==> src/rtl/mult_seq_pkg.sv <==
// mult_seq_pkg
//   Shared definitions for the multiplier operand sequencer: sequencer FSM
//   state encoding, operand/product widths and the default multiplier
//   response timeout.
package mult_seq_pkg;

   localparam int OPW                 = 4;   // operand width
   localparam int PRODW               = 8;   // product width
   localparam int TIMEOUT_CYC_DEFAULT = 64;  // WAIT cycles before giving up

   typedef enum logic [1:0] {
      S_IDLE  = 2'd0,
      S_ISSUE = 2'd1,
      S_WAIT  = 2'd2
   } state_t;

endpackage

==> src/rtl/mult_operand_fifo.sv <==
// mult_operand_fifo
//   Synchronous FIFO holding DEPTH words of WIDTH bits. No bypass: a word
//   pushed this cycle is visible at the head from the next cycle on, and a
//   full FIFO reports full even in a cycle that pops.
// Ports:
//   clk, reset  - clock, synchronous active-high reset (empties the FIFO)
//   push        - write push_data (ignored while full)
//   push_data   - word to write
//   pop         - discard the head word (ignored while empty)
//   head_data   - oldest stored word, valid while empty is low
//   full, empty - occupancy flags
module mult_operand_fifo #(
   parameter int DEPTH = 4,
   parameter int WIDTH = 8
) (
   input  logic             clk,
   input  logic             reset,
   input  logic             push,
   input  logic [WIDTH-1:0] push_data,
   input  logic             pop,
   output logic [WIDTH-1:0] head_data,
   output logic             full,
   output logic             empty
);

   localparam int AW = $clog2(DEPTH);

   logic [WIDTH-1:0] mem [DEPTH];
   logic [AW-1:0]    wr_ptr;
   logic [AW-1:0]    rd_ptr;
   logic [AW:0]      count;
   logic             do_push;
   logic             do_pop;

   assign do_push   = push && !full;
   assign do_pop    = pop && !empty;
   assign full      = (count == (AW+1)'(DEPTH));
   assign empty     = (count == '0);
   assign head_data = mem[rd_ptr];

   // Pointers wrap naturally because DEPTH is a power of two.
   always_ff @(posedge clk) begin
      // NOTE: sequential state uses non-blocking assignments so every register
      // samples pre-edge values, independent of block ordering.
      if (reset) begin
         wr_ptr <= '0;
         rd_ptr <= '0;
         count  <= '0;
      end else begin
         if (do_push) wr_ptr <= wr_ptr + 1'b1;
         if (do_pop)  rd_ptr <= rd_ptr + 1'b1;
         case ({do_push, do_pop})
            2'b10:   count <= count + 1'b1;
            2'b01:   count <= count - 1'b1;
            default: count <= count;
         endcase
      end
   end

   // NOTE: storage is deliberately not reset; the pointers and count define
   // which entries are meaningful, and an unreset array maps to plain RAM.
   always_ff @(posedge clk) begin
      if (do_push) mem[wr_ptr] <= push_data;
   end

endmodule

==> src/rtl/mult_operand_sequencer.sv <==
// mult_operand_sequencer
//   Queues {op_a, op_b} pairs from a producer, issues them one at a time to
//   an external 4x4 multiplier (one-cycle mul_start pulse, operands held
//   until the product returns), and presents each product to a consumer
//   through a single result slot. A new operation is only issued when the
//   result slot is free, so a held result is never overwritten.
// Configuration macro:
//   MULT_TIMEOUT_EN - when defined, an operation left unanswered for
//                     TIMEOUT_CYC WAIT cycles is dropped and the sticky
//                     timeout_err flag is set. Undefined: waits forever.
// Ports:
//   clk, reset            - clock, synchronous active-high reset
//   op_a, op_b, op_valid  - producer operand pair offer
//   op_ready              - queue not full (pair taken on valid & ready)
//   mul_a, mul_b          - operands to the multiplier
//   mul_start             - one-cycle start pulse to the multiplier
//   mul_done, mul_product - multiplier completion and product
//   res_product, res_valid, res_ready - result slot to the consumer
//   busy                  - FSM not idle or operands queued
//   timeout_err           - sticky multiplier-timeout flag
module mult_operand_sequencer
   import mult_seq_pkg::*;
#(
   parameter int DEPTH       = 4,
   parameter int TIMEOUT_CYC = TIMEOUT_CYC_DEFAULT
) (
   input  logic             clk,
   input  logic             reset,
   input  logic [OPW-1:0]   op_a,
   input  logic [OPW-1:0]   op_b,
   input  logic             op_valid,
   output logic             op_ready,
   output logic [OPW-1:0]   mul_a,
   output logic [OPW-1:0]   mul_b,
   output logic             mul_start,
   input  logic             mul_done,
   input  logic [PRODW-1:0] mul_product,
   output logic [PRODW-1:0] res_product,
   output logic             res_valid,
   input  logic             res_ready,
   output logic             busy,
   output logic             timeout_err
);

   if (DEPTH < 2 || (DEPTH & (DEPTH - 1)) != 0 || TIMEOUT_CYC < 1) begin : g_param_check
      $error("mult_operand_sequencer: DEPTH must be a power of two >= 2 and TIMEOUT_CYC >= 1");
   end

   state_t             state;
   state_t             state_next;
   logic               fifo_push;
   logic               fifo_pop;
   logic               fifo_full;
   logic               fifo_empty;
   logic [2*OPW-1:0]   head_pair;
   logic               slot_free;
   logic               capture;
   logic               timeout_hit;

   assign op_ready  = !fifo_full;
   assign fifo_push = op_valid && !fifo_full;
   // The slot counts as free when the consumer takes the held result this cycle.
   assign slot_free = !res_valid || res_ready;
   assign busy      = (state != S_IDLE) || !fifo_empty;

   mult_operand_fifo #(
      .DEPTH (DEPTH),
      .WIDTH (2*OPW)
   ) u_fifo (
      .clk       (clk),
      .reset     (reset),
      .push      (fifo_push),
      .push_data ({op_a, op_b}),
      .pop       (fifo_pop),
      .head_data (head_pair),
      .full      (fifo_full),
      .empty     (fifo_empty)
   );

   always_ff @(posedge clk) begin
      if (reset) state <= S_IDLE;
      else       state <= state_next;
   end

   always_comb begin
      // NOTE: every output of this block gets a default first so no path
      // leaves a signal unassigned, which would infer a latch.
      state_next = state;
      fifo_pop   = 1'b0;
      mul_start  = 1'b0;
      capture    = 1'b0;
      case (state)
         S_IDLE: begin
            if (!fifo_empty && slot_free) begin
               fifo_pop   = 1'b1;
               state_next = S_ISSUE;
            end
         end
         S_ISSUE: begin
            mul_start  = 1'b1;
            state_next = S_WAIT;
         end
         S_WAIT: begin
            if (mul_done) begin
               capture    = 1'b1;
               state_next = S_IDLE;
            end else if (timeout_hit) begin
               state_next = S_IDLE;
            end
         end
         default: state_next = S_IDLE;
      endcase
   end

   // Operands change only on a pop, so they stay stable through ISSUE/WAIT.
   always_ff @(posedge clk) begin
      if (reset) begin
         mul_a       <= '0;
         mul_b       <= '0;
         res_product <= '0;
         res_valid   <= 1'b0;
      end else begin
         if (fifo_pop) {mul_a, mul_b} <= head_pair;
         if (capture) begin
            res_product <= mul_product;
            res_valid   <= 1'b1;
         end else if (res_ready) begin
            res_valid   <= 1'b0;
         end
      end
   end

`ifdef MULT_TIMEOUT_EN
   localparam int TW = $clog2(TIMEOUT_CYC + 1);

   logic [TW-1:0] wait_cnt;
   logic          timeout_q;

   // Fires in the TIMEOUT_CYC-th consecutive WAIT cycle without mul_done.
   assign timeout_hit = (state == S_WAIT) && !mul_done &&
                        (wait_cnt == TW'(TIMEOUT_CYC - 1));
   assign timeout_err = timeout_q;

   always_ff @(posedge clk) begin
      if (reset) begin
         wait_cnt  <= '0;
         timeout_q <= 1'b0;
      end else begin
         if (state == S_WAIT) wait_cnt <= wait_cnt + 1'b1;
         else                 wait_cnt <= '0;
         if (timeout_hit) timeout_q <= 1'b1;
      end
   end
`else
   assign timeout_hit = 1'b0;
   assign timeout_err = 1'b0;
`endif

endmodule

==> config.mk <==
export PLATFORM = sky130hd
export DESIGN_NAME = mult_operand_sequencer
export DESIGN_NICKNAME = d
export VERILOG_FILES = /design/src/rtl/mult_seq_pkg.sv /design/src/rtl/mult_operand_fifo.sv /design/src/rtl/mult_operand_sequencer.sv
export SDC_FILE = /design/constraint.sdc
export NUM_CORES = 1
export LEC_CHECK = 0
export CORE_MARGIN = 10
export CORE_UTILIZATION = 52
export CTS_CLUSTER_DIAMETER = 60
export DETAILED_ROUTE_END_ITERATION = 12
export MAX_ROUTING_LAYER = met4
export PLACE_DENSITY = 0.85
export SYNTH_ARGS = -nofsm -noshare
export SYNTH_HDL_FRONTEND = slang
export SYNTH_HIERARCHICAL = 1
export SYNTH_SLANG_ARGS = --single-unit
==> constraint.sdc <==
create_clock -name clk -period 2.8 [get_ports clk]
set_clock_uncertainty 0.2 [all_clocks]
set_input_delay 0.56 -clock clk [delete_from_list [all_inputs] [get_ports clk]]
set_output_delay 0.56 -clock clk [all_outputs]
set_load 0.02 [all_outputs]
==> summary.txt <==
Clock network
  – TritonCTS Buffers: 9
  – # Post-CTS Setup Buffers: 0
  – Max H-tree Level: 3
  – Clock network latency to the later pin of the worst-skew pair: 0.32 ns
  – Cell at the root of the clock tree: sky130_fd_sc_hd__clkbuf_8
  – TritonCTS clock tree: built
  – Number of clock sinks: 60
  – Clock transition time at the flip-flop clock pins of the worst setup and hold paths: 0.06 ns
  – Number of buffers inserted for hold repair after clock tree synthesis: 0
  – Number of gates resized after cts: 0
  – Maximum number of buffers from clock root to sink: 2

STA
  – Final Hold Fails: 0
  – Headroom to the max-slew limit: 54.7%
  – Tightest hold margin: 0.276 ns
  – Setup repair after global routing missed its margin: no
  – Final setup violation count: 0
  – Max-slew violation count: 0
  – Slew at the pin closest to its max-slew limit: 0.677 ns
  – Period Utilization, post-route: 94.7%
  – Minimum clock period after layout: 2.65 ns
  – Top achievable clock speed: 0.377 GHz

Route
  – Vias after detailed routing: 1,391
  – Routed vias/inst: 4.95
  – DRC viols: 0
  – Number of nets still failing antenna checks after routing: 0
  – 1st-pass router iterations: 4
  – Initial DRC count: 73
  – Overall routed net length: 4190 um
  – Routed wirelength normalized by instance count: 14.9 um

Placed design
  – Number of I/O port buffers: 40
  – Sum of net half-perimeters after detailed placement: 3020 um
  – Routability Congestion: 0.698

Yosys
  – Number of synthesized flops with an enable pin: 32
  – Syn. warnings: 6
  – Synth async-reset ratio: 0%
  – Syn Inst Count: 174
  – Post-Synthesis Net Count: 201
  – Top cells by area, synth: sky130_fd_sc_hd__edfxtp_1, sky130_fd_sc_hd__dfxtp_1, sky130_fd_sc_hd__mux4_2, sky130_fd_sc_hd__mux2i_1, sky130_fd_sc_hd__nand2b_1
  – #FFs+latches synth: 60
  – Synthesized area divided by synthesized cell count: 13.9 um2
  – Count of different cell masters after synthesis: 28
  – Share of the synthesized area in the top cell type: 39.6%
  – Total standard cell area after synthesis: 0.00242 mm2
  – Post-synthesis cell type with the largest combined area: sky130_fd_sc_hd__edfxtp_1
  – Part of the Yosys area used for sequential elements: 62.8%
  – Most used DFF post-synth: sky130_fd_sc_hd__edfxtp_1

Setup path
  – WP data required: 2.86 ns
  – Cell chain of the critical path: clkdlybuf4s50_1 > nand2b_1 > and3b_1 > o31ai_2 > inv_1 > ha_1 > inv_1 > fa_1 > xor2_1 > or3_1 > a21oi_1
  – Family with the most delay on the worst path: simple AND/OR/NAND/NOR gates
  – Cell type of the slowest stage on the worst timing path: sky130_fd_sc_hd__clkdlybuf4s50_1
  – Delay of the slowest critical-path stage: 0.44 ns
  – Endpoint class of the critical path: flop
  – CP Data Arrival Time: 2.71 ns
  – Critical path's most frequent cell: sky130_fd_sc_hd__inv_1
  – Crit path launch type: input port
  – Crit path buffers/inverters: 3
  – Crit Path Class: input port to flop
  – Critical Path Fanout Max: 2

GRT
  – Overflow after GRT: 0
  – Vias in the first global route: 1,423
  – Number of antenna violations at the first check in global routing: 0
  – Total global routing track utilization: 11.6%
  – Pin count of the biggest net entering global routing: 26
  – Wire length of the first global-routing pass: 6620 um

Run
  – Number of violations of the max-capacitance limit: 0

Status
  – Outcome: finished clean

Layout
  – Fraction of the core area covered by cells at the end of the flow: 69.3%
  – Layout-stage area growth over the synthesis result: 27.2%
  – Commonest cells after routing, fill and taps aside: sky130_fd_sc_hd__clkdlybuf4s50_1, sky130_fd_sc_hd__edfxtp_1, sky130_fd_sc_hd__dfxtp_1
  – Commonest non-fill, non-tap cell in the layout: sky130_fd_sc_hd__clkdlybuf4s50_1
  – Count of antenna diodes in the layout: 0
  – Proportion of layout cells with a drive suffix above 1: 14.4%
  – Layout net count: 251

Floorplan
  – Number of top-level pins: 42
  – Horizontal die dimension: 88.3 um
  – Area enclosed by the die boundary: 0.00779 mm2
  – Core Rows: 24
  – Core outline area: 0.00444 mm2
  – Initial cell density of the core: 54.5%
  – Y dimension of the die: 88.3 um

Worst hold path
  – Kind of path behind the tightest hold check: flop to flop

Pwr
  – Total power density per cell area: 950 mW/mm2
  – Static Leakage: 1.17 nW
  – Peak ir drop on the vdd network: 0.000440 V
[cells by family after synthesis]
family / count (synthesis) / synth area share (%)
xor+xnor: 3 / 1.08
simple gates: 53 / 12.5
fa+ha+maj: 6 / 3.41
other cells: 1 / 0.155
compound gates: 9 / 2.17
buf+inv: 17 / 3.41
mux: 25 / 14.5
flops: 60 / 62.8
[state kept, by name, indices dropped and copies added, names as in the netlist, named ones only]
| signal | count |
|---|---|
| mul_a | 4 |
| mul_b | 4 |
| res_product | 8 |
| res_valid | 1 |
| state | 2 |
| u_fifo/count | 3 |
| u_fifo/mem | 32 |
| u_fifo/rd_ptr | 2 |
| u_fifo/wr_ptr | 2 |
[area by class of cell]
| type | count | area (um2) |
|---|---|---|
| repair buffers | 47 | 453 |
| clock inverters | 3 | 40.0 |
| flip-flops and latches | 60 | 1520 |
| inverters | 9 | 33.8 |
| multi-input cells | 97 | 820 |
| fillers | 327 | 1360 |
| clock buffers | 13 | 149 |
| well taps | 52 | 65.1 |
[stage by stage]
stage	setup slack [ns]	instance area (um2)	setup TNS (ns)	cells	power, W
2_1_floorplan	0.284	2420	0	174	0.00187
3_3_place_gp	-0.0611	2890	-0.0611	265	0.00219
3_5_place_dp	-0.141	2890	-0.141	265	0.00222
4_1_cts	0.170	3080	0	281	0.00296
5_1_grt	0.0515	3080	0	281	0.00309
6_report	0.148	3080	0	281	0.00293
[where the power goes]
part | internal, W | leakage, nW | total (W) | switching [W]
registers | 0.00111 | 0.522 | 0.00123 | 0.000125
logic | 0.000498 | 0.552 | 0.000967 | 0.000469
clock network | 0.000433 | 0.0974 | 0.000731 | 0.000297
total | 0.00204 | 1.17 | 0.00293 | 0.000892
[path summary, 6_finish.rpt]
kind / end / start / slack, ns / cells past startpoint
worst min register to register: mul_b[3]$_SDFFE_PP0P_ / mul_b[3]$_SDFFE_PP0P_ / 0.28 / 2
worst min-delay path: mul_b[3]$_SDFFE_PP0P_ / mul_b[3]$_SDFFE_PP0P_ / 0.28 / 2
worst max register to register: u_fifo/count[2]$_SDFFE_PP0P_ / u_fifo/count[0]$_SDFFE_PP0P_ / 0.30 / 10
worst max-delay path: u_fifo/count[2]$_SDFFE_PP0P_ / res_ready / 0.15 / 11
[per-layer routing]
metal | track usage, % | vias up | routed length [um]
li1 | - | 708 | -
met1 | 13.4 | 637 | 1850
met2 | 17.3 | 38 | 2030
met3 | 4.14 | 8 | 255
met4 | 6.31 | 0 | 56
met5 | - | - | 0
[worst register-to-register path: cells and delay by family, from the launching register on]
| kind | cells | cell delay (ns) |
|---|---|---|
| adders and majority gates | 2 | 0.53 |
| buffers and inverters | 2 | 0.13 |
| AOI/OAI and AO/OA | 2 | 0.25 |
| and+or+nand+nor | 3 | 0.71 |
| xor gates and xnor gates | 1 | 0.15 |
| DFF | 1 | 0.48 |
[synth_stat cells, drive strengths merged (3+ instances only)]
library cell and n:
mux2i 17, edfxtp 32, nand2b 19, inv 9, nor2 17, o21ai 3
or3 3, ha 5, buf 8, dfxtp 28, xor2 3, mux4 8
a21oi 5, and2 4
(Power assumes the default switching activity.)
